<file path="src/rtl/multicycle_control.sv">
// Multicycle RISC-V subset control FSM: lw, sw, R-type, addi, beq.
// Define MULTICYCLE_CONTROL_MEM_WAIT_EN to add the mem_ready handshake on memory states.
module multicycle_control (
  input  logic       clk,
  input  logic       reset,
`ifdef MULTICYCLE_CONTROL_MEM_WAIT_EN
  input  logic       mem_ready,
`endif
  input  logic [6:0] opcode,
  input  logic [2:0] funct3,
  input  logic       funct7_5,
  input  logic       zero,
  output logic       pc_write,
  output logic       ir_write,
  output logic       adr_src,
  output logic       mem_read,
  output logic       mem_write,
  output logic       reg_write,
  output logic [1:0] alu_src_a,
  output logic [1:0] alu_src_b,
  output logic [1:0] result_src,
  output logic [1:0] alu_control,
  output logic       instr_done,
  output logic       illegal_instr,
  output logic [3:0] state
);

  typedef enum logic [3:0] {
    FETCH    = 4'd0,
    DECODE   = 4'd1,
    MEMADR   = 4'd2,
    MEMREAD  = 4'd3,
    MEMWB    = 4'd4,
    MEMWRITE = 4'd5,
    EXECR    = 4'd6,
    EXECI    = 4'd7,
    ALUWB    = 4'd8,
    BEQ      = 4'd9
  } state_t;

  localparam logic [6:0] OP_LW   = 7'b0000011;
  localparam logic [6:0] OP_SW   = 7'b0100011;
  localparam logic [6:0] OP_R    = 7'b0110011;
  localparam logic [6:0] OP_I    = 7'b0010011;
  localparam logic [6:0] OP_BEQ  = 7'b1100011;

  localparam logic [1:0] ALU_ADD = 2'b00;
  localparam logic [1:0] ALU_SUB = 2'b01;
  localparam logic [1:0] ALU_AND = 2'b10;
  localparam logic [1:0] ALU_OR  = 2'b11;

  localparam logic [1:0] SRCA_PC    = 2'b00;
  localparam logic [1:0] SRCA_OLDPC = 2'b01;
  localparam logic [1:0] SRCA_RS1   = 2'b10;
  localparam logic [1:0] SRCB_RS2   = 2'b00;
  localparam logic [1:0] SRCB_IMM   = 2'b01;
  localparam logic [1:0] SRCB_FOUR  = 2'b10;
  localparam logic [1:0] RES_ALUOUT = 2'b00;
  localparam logic [1:0] RES_MEM    = 2'b01;
  localparam logic [1:0] RES_ALU    = 2'b10;

  state_t state_q, state_d;
  logic   mem_go;

`ifdef MULTICYCLE_CONTROL_MEM_WAIT_EN
  assign mem_go = mem_ready;
`else
  assign mem_go = 1'b1;
`endif

  always_ff @(posedge clk) begin
    if (reset) state_q <= FETCH;
    else       state_q <= state_d;
  end

  always_comb begin
    state_d       = FETCH;
    pc_write      = 1'b0;
    ir_write      = 1'b0;
    adr_src       = 1'b0;
    mem_read      = 1'b0;
    mem_write     = 1'b0;
    reg_write     = 1'b0;
    alu_src_a     = SRCA_PC;
    alu_src_b     = SRCB_RS2;
    result_src    = RES_ALUOUT;
    alu_control   = ALU_ADD;
    instr_done    = 1'b0;
    illegal_instr = 1'b0;
    state         = state_q;

    case (state_q)
      FETCH: begin
        adr_src    = 1'b0;
        mem_read   = 1'b1;
        ir_write   = mem_go;
        alu_src_a  = SRCA_PC;
        alu_src_b  = SRCB_FOUR;
        result_src = RES_ALU;
        pc_write   = mem_go;
        state_d    = mem_go ? DECODE : FETCH;
      end
      DECODE: begin
        // ALUOut captures the branch target for a possible BEQ
        alu_src_a = SRCA_OLDPC;
        alu_src_b = SRCB_IMM;
        case (opcode)
          OP_LW, OP_SW: state_d = MEMADR;
          OP_R:         state_d = EXECR;
          OP_I:         state_d = EXECI;
          OP_BEQ:       state_d = BEQ;
          default: begin
            state_d       = FETCH;
            illegal_instr = 1'b1;
            instr_done    = 1'b1;
          end
        endcase
      end
      MEMADR: begin
        alu_src_a = SRCA_RS1;
        alu_src_b = SRCB_IMM;
        state_d   = (opcode == OP_LW) ? MEMREAD : MEMWRITE;
      end
      MEMREAD: begin
        adr_src    = 1'b1;
        mem_read   = 1'b1;
        result_src = RES_ALUOUT;
        state_d    = mem_go ? MEMWB : MEMREAD;
      end
      MEMWB: begin
        result_src = RES_MEM;
        reg_write  = 1'b1;
        instr_done = 1'b1;
        state_d    = FETCH;
      end
      MEMWRITE: begin
        adr_src    = 1'b1;
        mem_write  = 1'b1;
        result_src = RES_ALUOUT;
        instr_done = mem_go;
        state_d    = mem_go ? FETCH : MEMWRITE;
      end
      EXECR: begin
        alu_src_a = SRCA_RS1;
        alu_src_b = SRCB_RS2;
        case ({funct7_5, funct3})
          4'b1000: alu_control = ALU_SUB;
          4'b0111: alu_control = ALU_AND;
          4'b0110: alu_control = ALU_OR;
          default: alu_control = ALU_ADD;
        endcase
        state_d = ALUWB;
      end
      EXECI: begin
        alu_src_a = SRCA_RS1;
        alu_src_b = SRCB_IMM;
        state_d   = ALUWB;
      end
      ALUWB: begin
        result_src = RES_ALUOUT;
        reg_write  = 1'b1;
        instr_done = 1'b1;
        state_d    = FETCH;
      end
      BEQ: begin
        alu_src_a   = SRCA_RS1;
        alu_src_b   = SRCB_RS2;
        alu_control = ALU_SUB;
        result_src  = RES_ALUOUT;
        pc_write    = zero;
        instr_done  = 1'b1;
        state_d     = FETCH;
      end
      default: state_d = FETCH;
    endcase

    // Reset forces every output low regardless of the current state
    if (reset) begin
      pc_write      = 1'b0;
      ir_write      = 1'b0;
      adr_src       = 1'b0;
      mem_read      = 1'b0;
      mem_write     = 1'b0;
      reg_write     = 1'b0;
      alu_src_a     = '0;
      alu_src_b     = '0;
      result_src    = '0;
      alu_control   = '0;
      instr_done    = 1'b0;
      illegal_instr = 1'b0;
      state         = '0;
    end
  end

endmodule

</file>
<file path="config.mk">
export PLATFORM = sky130hd
export DESIGN_NAME = multicycle_control
export DESIGN_NICKNAME = d
export VERILOG_FILES = /design/src/rtl/multicycle_control.sv
export SDC_FILE = /design/constraint.sdc
export NUM_CORES = 1
export LEC_CHECK = 0
export BUFFER_PORTS_ARGS = -buffer_cell sky130_fd_sc_hd__buf_2
export CORE_MARGIN = 2
export CORE_UTILIZATION = 38
export DETAILED_ROUTE_END_ITERATION = 12
export PLACE_DENSITY = 0.84
export SLEW_MARGIN = 10
export SYNTH_ARGS = -nofsm -noshare
export SYNTH_HDL_FRONTEND = slang
export SYNTH_SLANG_ARGS = --single-unit
export TNS_END_PERCENT = 5
</file>
<file path="constraint.sdc">
create_clock -name clk -period 1.48 [get_ports clk]
set_clock_uncertainty 0.1 [all_clocks]
set_input_delay 0.074 -clock clk [delete_from_list [all_inputs] [get_ports clk]]
set_output_delay 0.074 -clock clk [all_outputs]
set_load 0.1 [all_outputs]
</file>
==> results of run 1 <==
## kinds of logic after synthesis
family                    Yosys count  synth area share (%)
and+or+nand+nor                    37                 45.93
xor gates and xnor gates            2                 3.457
DFF                                 4                 15.80
buffers and inverters              13                 14.81
AOI/OAI and AO/OA                  15                 20.00
## cells in the mapped netlist, drive strengths merged
| cell | count |
|---|---|
| o211ai | 2 |
| and2 | 1 |
| nand3b | 1 |
| o31a | 1 |
| and3b | 1 |
| nand2b | 3 |
| buf | 7 |
| o21ai | 2 |
| o41ai | 2 |
| a21oi | 6 |
| nor2b | 2 |
| nand3 | 1 |
| dfxtp | 4 |
| nor2 | 9 |
| nand2 | 3 |
| and2b | 1 |
| inv | 5 |
| or3 | 3 |
| nor4 | 2 |
| xnor2 | 2 |
| nor3 | 4 |
| or3b | 1 |
| nor4b | 1 |
| nor3b | 3 |
| a211oi | 1 |
| a211o | 1 |
| clkbuf | 1 |
| nand4bb | 1 |
## metrics by stage
step,std cells,setup TNS (ns)
2_1_floorplan,71,-10.08
3_3_place_gp,129,-0.001074
3_5_place_dp,129,-0.1243
==> metrics.md, run 1 <==
| Metric | Value |
|---|---|
| Status | stopped before the end |
| Stopped at | clock tree synthesis (4_1_cts) |
| Tool error | [ERROR DPL-0033] detailed placement checks failed during check placement. |
| Top-area cell type share of the netlist area | 15.80% |
| Dpl hpwl | 1674 um |
| CTS resizes | 13 |
| Die width | 40.52 um |
| Place WS | -0.05243 ns |
| DP Area | 0.001154 mm^2 |
| Hold Buf Count CTS | 1 |
| Die height | 40.52 um |
| Final GP Congestion | 0.8772 |
| Largest area contributor in the netlist | dfxtp_1 |
| Mapped Avg Cell Area | 7.137 um^2 |
| Post-CTS Setup Inserts | 0 |
| Sequential element share of the synthesized area | 15.80% |
| Mapped Nets | 85 |
| Yosys reg bits | 4 |
| Clock sinks | 4 |
| Io pins | 34 |
| Synthesized instance count | 71 |
| Largest cells by area after synthesis | dfxtp_1 (16%), nor2_1 (6.7%), a21oi_1 (5.9%), buf_6 (4.4%), nor3b_1 (4.4%) |
| Ys Warns | 0 |
| Post-synth design cell area | 506.7 um^2 |
| Starting Density | 39.94% |
| Synth unique cells | 35 |
| CTS H-Tree Depth | 1 |
| Clock buffer depth | 2 |
| Rows | 13 |
| Clk root buf | clkbuf_4 |
| TritonCTS Buffers | 3 |
| Port bufs | 33 |
==> run 2, diff against run 1 <==
--- a/config.mk
+++ b/config.mk
@@ -6,10 +6,10 @@
 export NUM_CORES = 1
 export LEC_CHECK = 0
 export BUFFER_PORTS_ARGS = -buffer_cell sky130_fd_sc_hd__buf_2
-export CORE_MARGIN = 2
-export CORE_UTILIZATION = 38
+export CORE_AREA = 2 2 63 65
 export DETAILED_ROUTE_END_ITERATION = 12
-export PLACE_DENSITY = 0.84
+export DIE_AREA = 0 0 65 67
+export PLACE_DENSITY_LB_ADDON = 0.15
 export SLEW_MARGIN = 10
 export SYNTH_ARGS = -nofsm -noshare
 export SYNTH_HDL_FRONTEND = slang
==> metrics.md, run 2 <==
| Metric | Value |
|---|---|
| CP Capture Type | output pin |
| Routed Wire Length | 1758 um |
| Fin. max-slew vios | 0 |
| CTS tree | built |
| Via count | 676 |
| RSZ-0062 raised after global routing | yes |
| CTS H-Tree Depth | 1 |
| Gr ovfl total | 0 |
| Tot GR Track Use | 9.790% |
| Global routing usage on met1 | 10.17% |
| Post-Synth Adder-Cell Area | 0% |
| Number of nets with antenna violations after routing | 0 |
| Leak | 0.5020 nW |
| TritonRoute pass-1 iters | 4 |
| Post-synth design cell area | 506.7 um^2 |
| Critical Path End | instr_done |
| Port bufs | 33 |
| Reg area | 85.08 um^2 |
| Clock sinks | 4 |
| CP Data Required Time | 1.31 ns |
| Setup slack, reg-to-reg | 0.18 ns |
| Multi-input logic area | 508.0 um^2 |
| Dpl cells | 159 |
| Met3 Use GR | 1.689% |
| Period utilization | 112.0% |
| Final hold vios | 0 |
| Place WS | 0.009600 ns |
| Top Registers | state_q (4) |
| Largest area contributor in the netlist | dfxtp_1 |
| Starting Density | 14.05% |
| Clock buffer depth | 2 |
| Main combinational cell family by area after synthesis | simple AND/OR/NAND/NOR gates |
| Worst Setup SP | state_q[2] |
| Max stage delay on crit path | 0.41 ns |
| Area share of xor/xnor cells in the synthesized design | 3.457% |
| Maximum number of pins on one net before global-route repair | 12 |
| R2R Path Start | state_q[2] |
| Largest cells by area after synthesis | dfxtp_1 (16%), nor2_1 (6.7%), a21oi_1 (5.9%), buf_6 (4.4%), nor3b_1 (4.4%) |
| Post-synth EDFFs | 0 |
| Syn-to-layout area delta | 161.5% |
| Vias per Instance | 4.147 |
| Dpl hpwl | 1504 um |
| Mapped Nets | 85 |
| First-pass GRT wire length | 3153 um |
| Slew Limit Headroom | 71.41% |
| Most common cell after layout, fill and taps aside | buf_12 |
| Sequential element share of the synthesized area | 15.80% |
| GRT Max-Usage Layer | met2 |
| Synth unique cells | 35 |
| Most common cell in the netlist | nor2_1 |
| Worst Path Arrival | 1.48 ns |
| Synthesized instance count | 71 |
| Die height | 67 um |
| R2R cell count | 3 |
| Compound-Gate Fraction of Synth Area | 20.00% |
| Rows | 22 |
| Post-Synth Simple-Gate Area | 45.93% |
| Failing checks | negative setup slack |
| Initial antenna violation count | 0 |
| TritonCTS Buffers | 3 |
| Ys Warns | 0 |
| Die Footprint | 0.004355 mm^2 |
| Final setup fails | 14 |
| Max IR drop VDD | 0.1389 mV |
| Fin nets | 131 |
| Max FFs per register | 4 |
| Reg2reg end | state_q[1] |
| Core area | 0.003606 mm^2 |
| Mapped Avg Cell Area | 7.137 um^2 |
| Clock Latency Late Sink | 0.22 ns |
| Io pins | 34 |
| Most frequent cells in the layout | buf_12 (21), buf_2 (13), buf_4 (11) |
| Reg with most FFs | state_q |
| Crit path kind | flop to output pin |
| CP Cell Sequence | or3_4 -> nand2b_4 -> o21ai_4 -> buf_12 |
| Fmax | 603.1 MHz |
| GR Util met2 | 16.88% |
| Antenna Diode Count | 0 |
| Hold Path Class | primary input to flop |
| Max_cap viols | 0 |
| Final GP Congestion | 0.7654 |
| Min cycle time layout | 1.658 ns |
| Vias in the first global route | 718 |
| Clk root buf | clkbuf_8 |
| Critical path peak fanout | 4 |
| Fin cells | 163 |
| Asr flop ratio synth | 0% |
| Synth cell count leaders | nor2_1 (9), a21oi_1 (6), dfxtp_1 (4), inv_1 (4), nor3_1 (4) |
| Slowest CP cell | or3_4 |
| Setup ws final | -0.1781 ns |
| Top-area cell type share of the netlist area | 15.80% |
| Status | finished, violations left |
| Ratio of cells with drive above 1 in the final layout | 67.83% |
| Die width | 65 um |
| Launching element type of the critical path | flop |
| Design area | 0.001325 mm^2 |
| Layout fillers | 374 |
| DP Area | 0.001185 mm^2 |
| Yosys reg bits | 4 |
| Mux cell area share after synthesis | 0% |
| Worst-Margin Slew | 0.4288 ns |
| Residual DRC count | 0 |
| Pwr dens | 528.9 mW/mm^2 |
| Primary FF master, synth | dfxtp_1 |
| WL/cell | 10.79 um |
| Iter 0 DRT Violations | 17 |
| Clock transition at the registers of the reported paths | 0.03 ns |
==> run 2: cell counts after synthesis <==
Identical to the previous run, type by type.
==> run 2: how the worst min path moves through the flow <==
stage | startpoint | endpoint | slack (ns) | depth (start not counted)
floorplan | opcode[6] | state_q[1] | 0.05 | 1
global placement | opcode[6] | state_q[1] | 0.22 | 2
detailed placement | opcode[6] | state_q[1] | 0.23 | 2
CTS | opcode[6] | state_q[2] | 0.11 | 3
global route | opcode[6] | state_q[2] | 0.13 | 3
finish | opcode[6] | state_q[2] | 0.12 | 3
==> run 2: worst max-delay path: cells and delay by family, from the launching register on <==
kind | cells | cell delay [ns]
flops | 1 | 0.32
buf+inv | 1 | 0.19
compound gates | 1 | 0.15
simple gates | 2 | 0.60
==> run 2: through the flow <==
| stage | utilization [%] | total power [W] | setup TNS [ns] | hold WS (ns) |
|---|---|---|---|---|
| after floorplan | - | 0.0003379 | -10.08 | 0.04501 |
| after global placement | 32.86 | 0.0004540 | 0 | 0.2245 |
| after detailed placement | 32.86 | 0.0004561 | 0 | 0.2271 |
| after CTS | 35.98 | 0.0007047 | -1.778 | 0.1121 |
| after global routing | 36.75 | 0.0007333 | -2.301 | 0.1286 |
| final | 36.75 | 0.0007008 | -1.440 | 0.1174 |
==> run 2: repair_timing <==
| item | in CTS | in global routing |
|---|---|---|
| gates resized for setup | 16 | 6 |
| hold buffers | 1 | 0 |
| buffers inserted | 0 | 0 |
| hold endpoints to repair | 1 | 0 |
| setup endpoints to repair | 16 | 16 |
| pin swaps | 8 | 1 |
==> run 2: cells by family after synthesis <==
group / count (synthesis)
XOR/XNOR: 2
AO/OA/AOI/OAI: 15
flip-flops: 4
buffers and inverters: 13
AND/OR/NAND/NOR: 37
==> run 2: final cells by class <==
class,count,share of cell area [%]
sequential,4,6.421
inverter,5,1.416
tap,48,4.533
timing repair buffer,49,46.18
clock buffer,3,3.116
multi-input combinational,54,38.34
==> run 2: power breakdown <==
part           leakage, nW  total [W]  internal [W]  switching [W]
Combinational        0.446   0.000349      0.000132       0.000216
Sequential          0.0343   0.000115      0.000111     0.00000345
Clock               0.0216   0.000237      0.000174      0.0000631
==> run 2: metal layers <==
metal | up-vias | wire length, um | part of all wire, %
met2 | 22 | 892 | 51
met3 | 4 | 88 | 5.0
met5 | - | 0 | 0
met4 | 0 | 65 | 3.7
li1 | 339 | - | -
met1 | 311 | 711 | 40
Power figures use the tool's default switching activity.
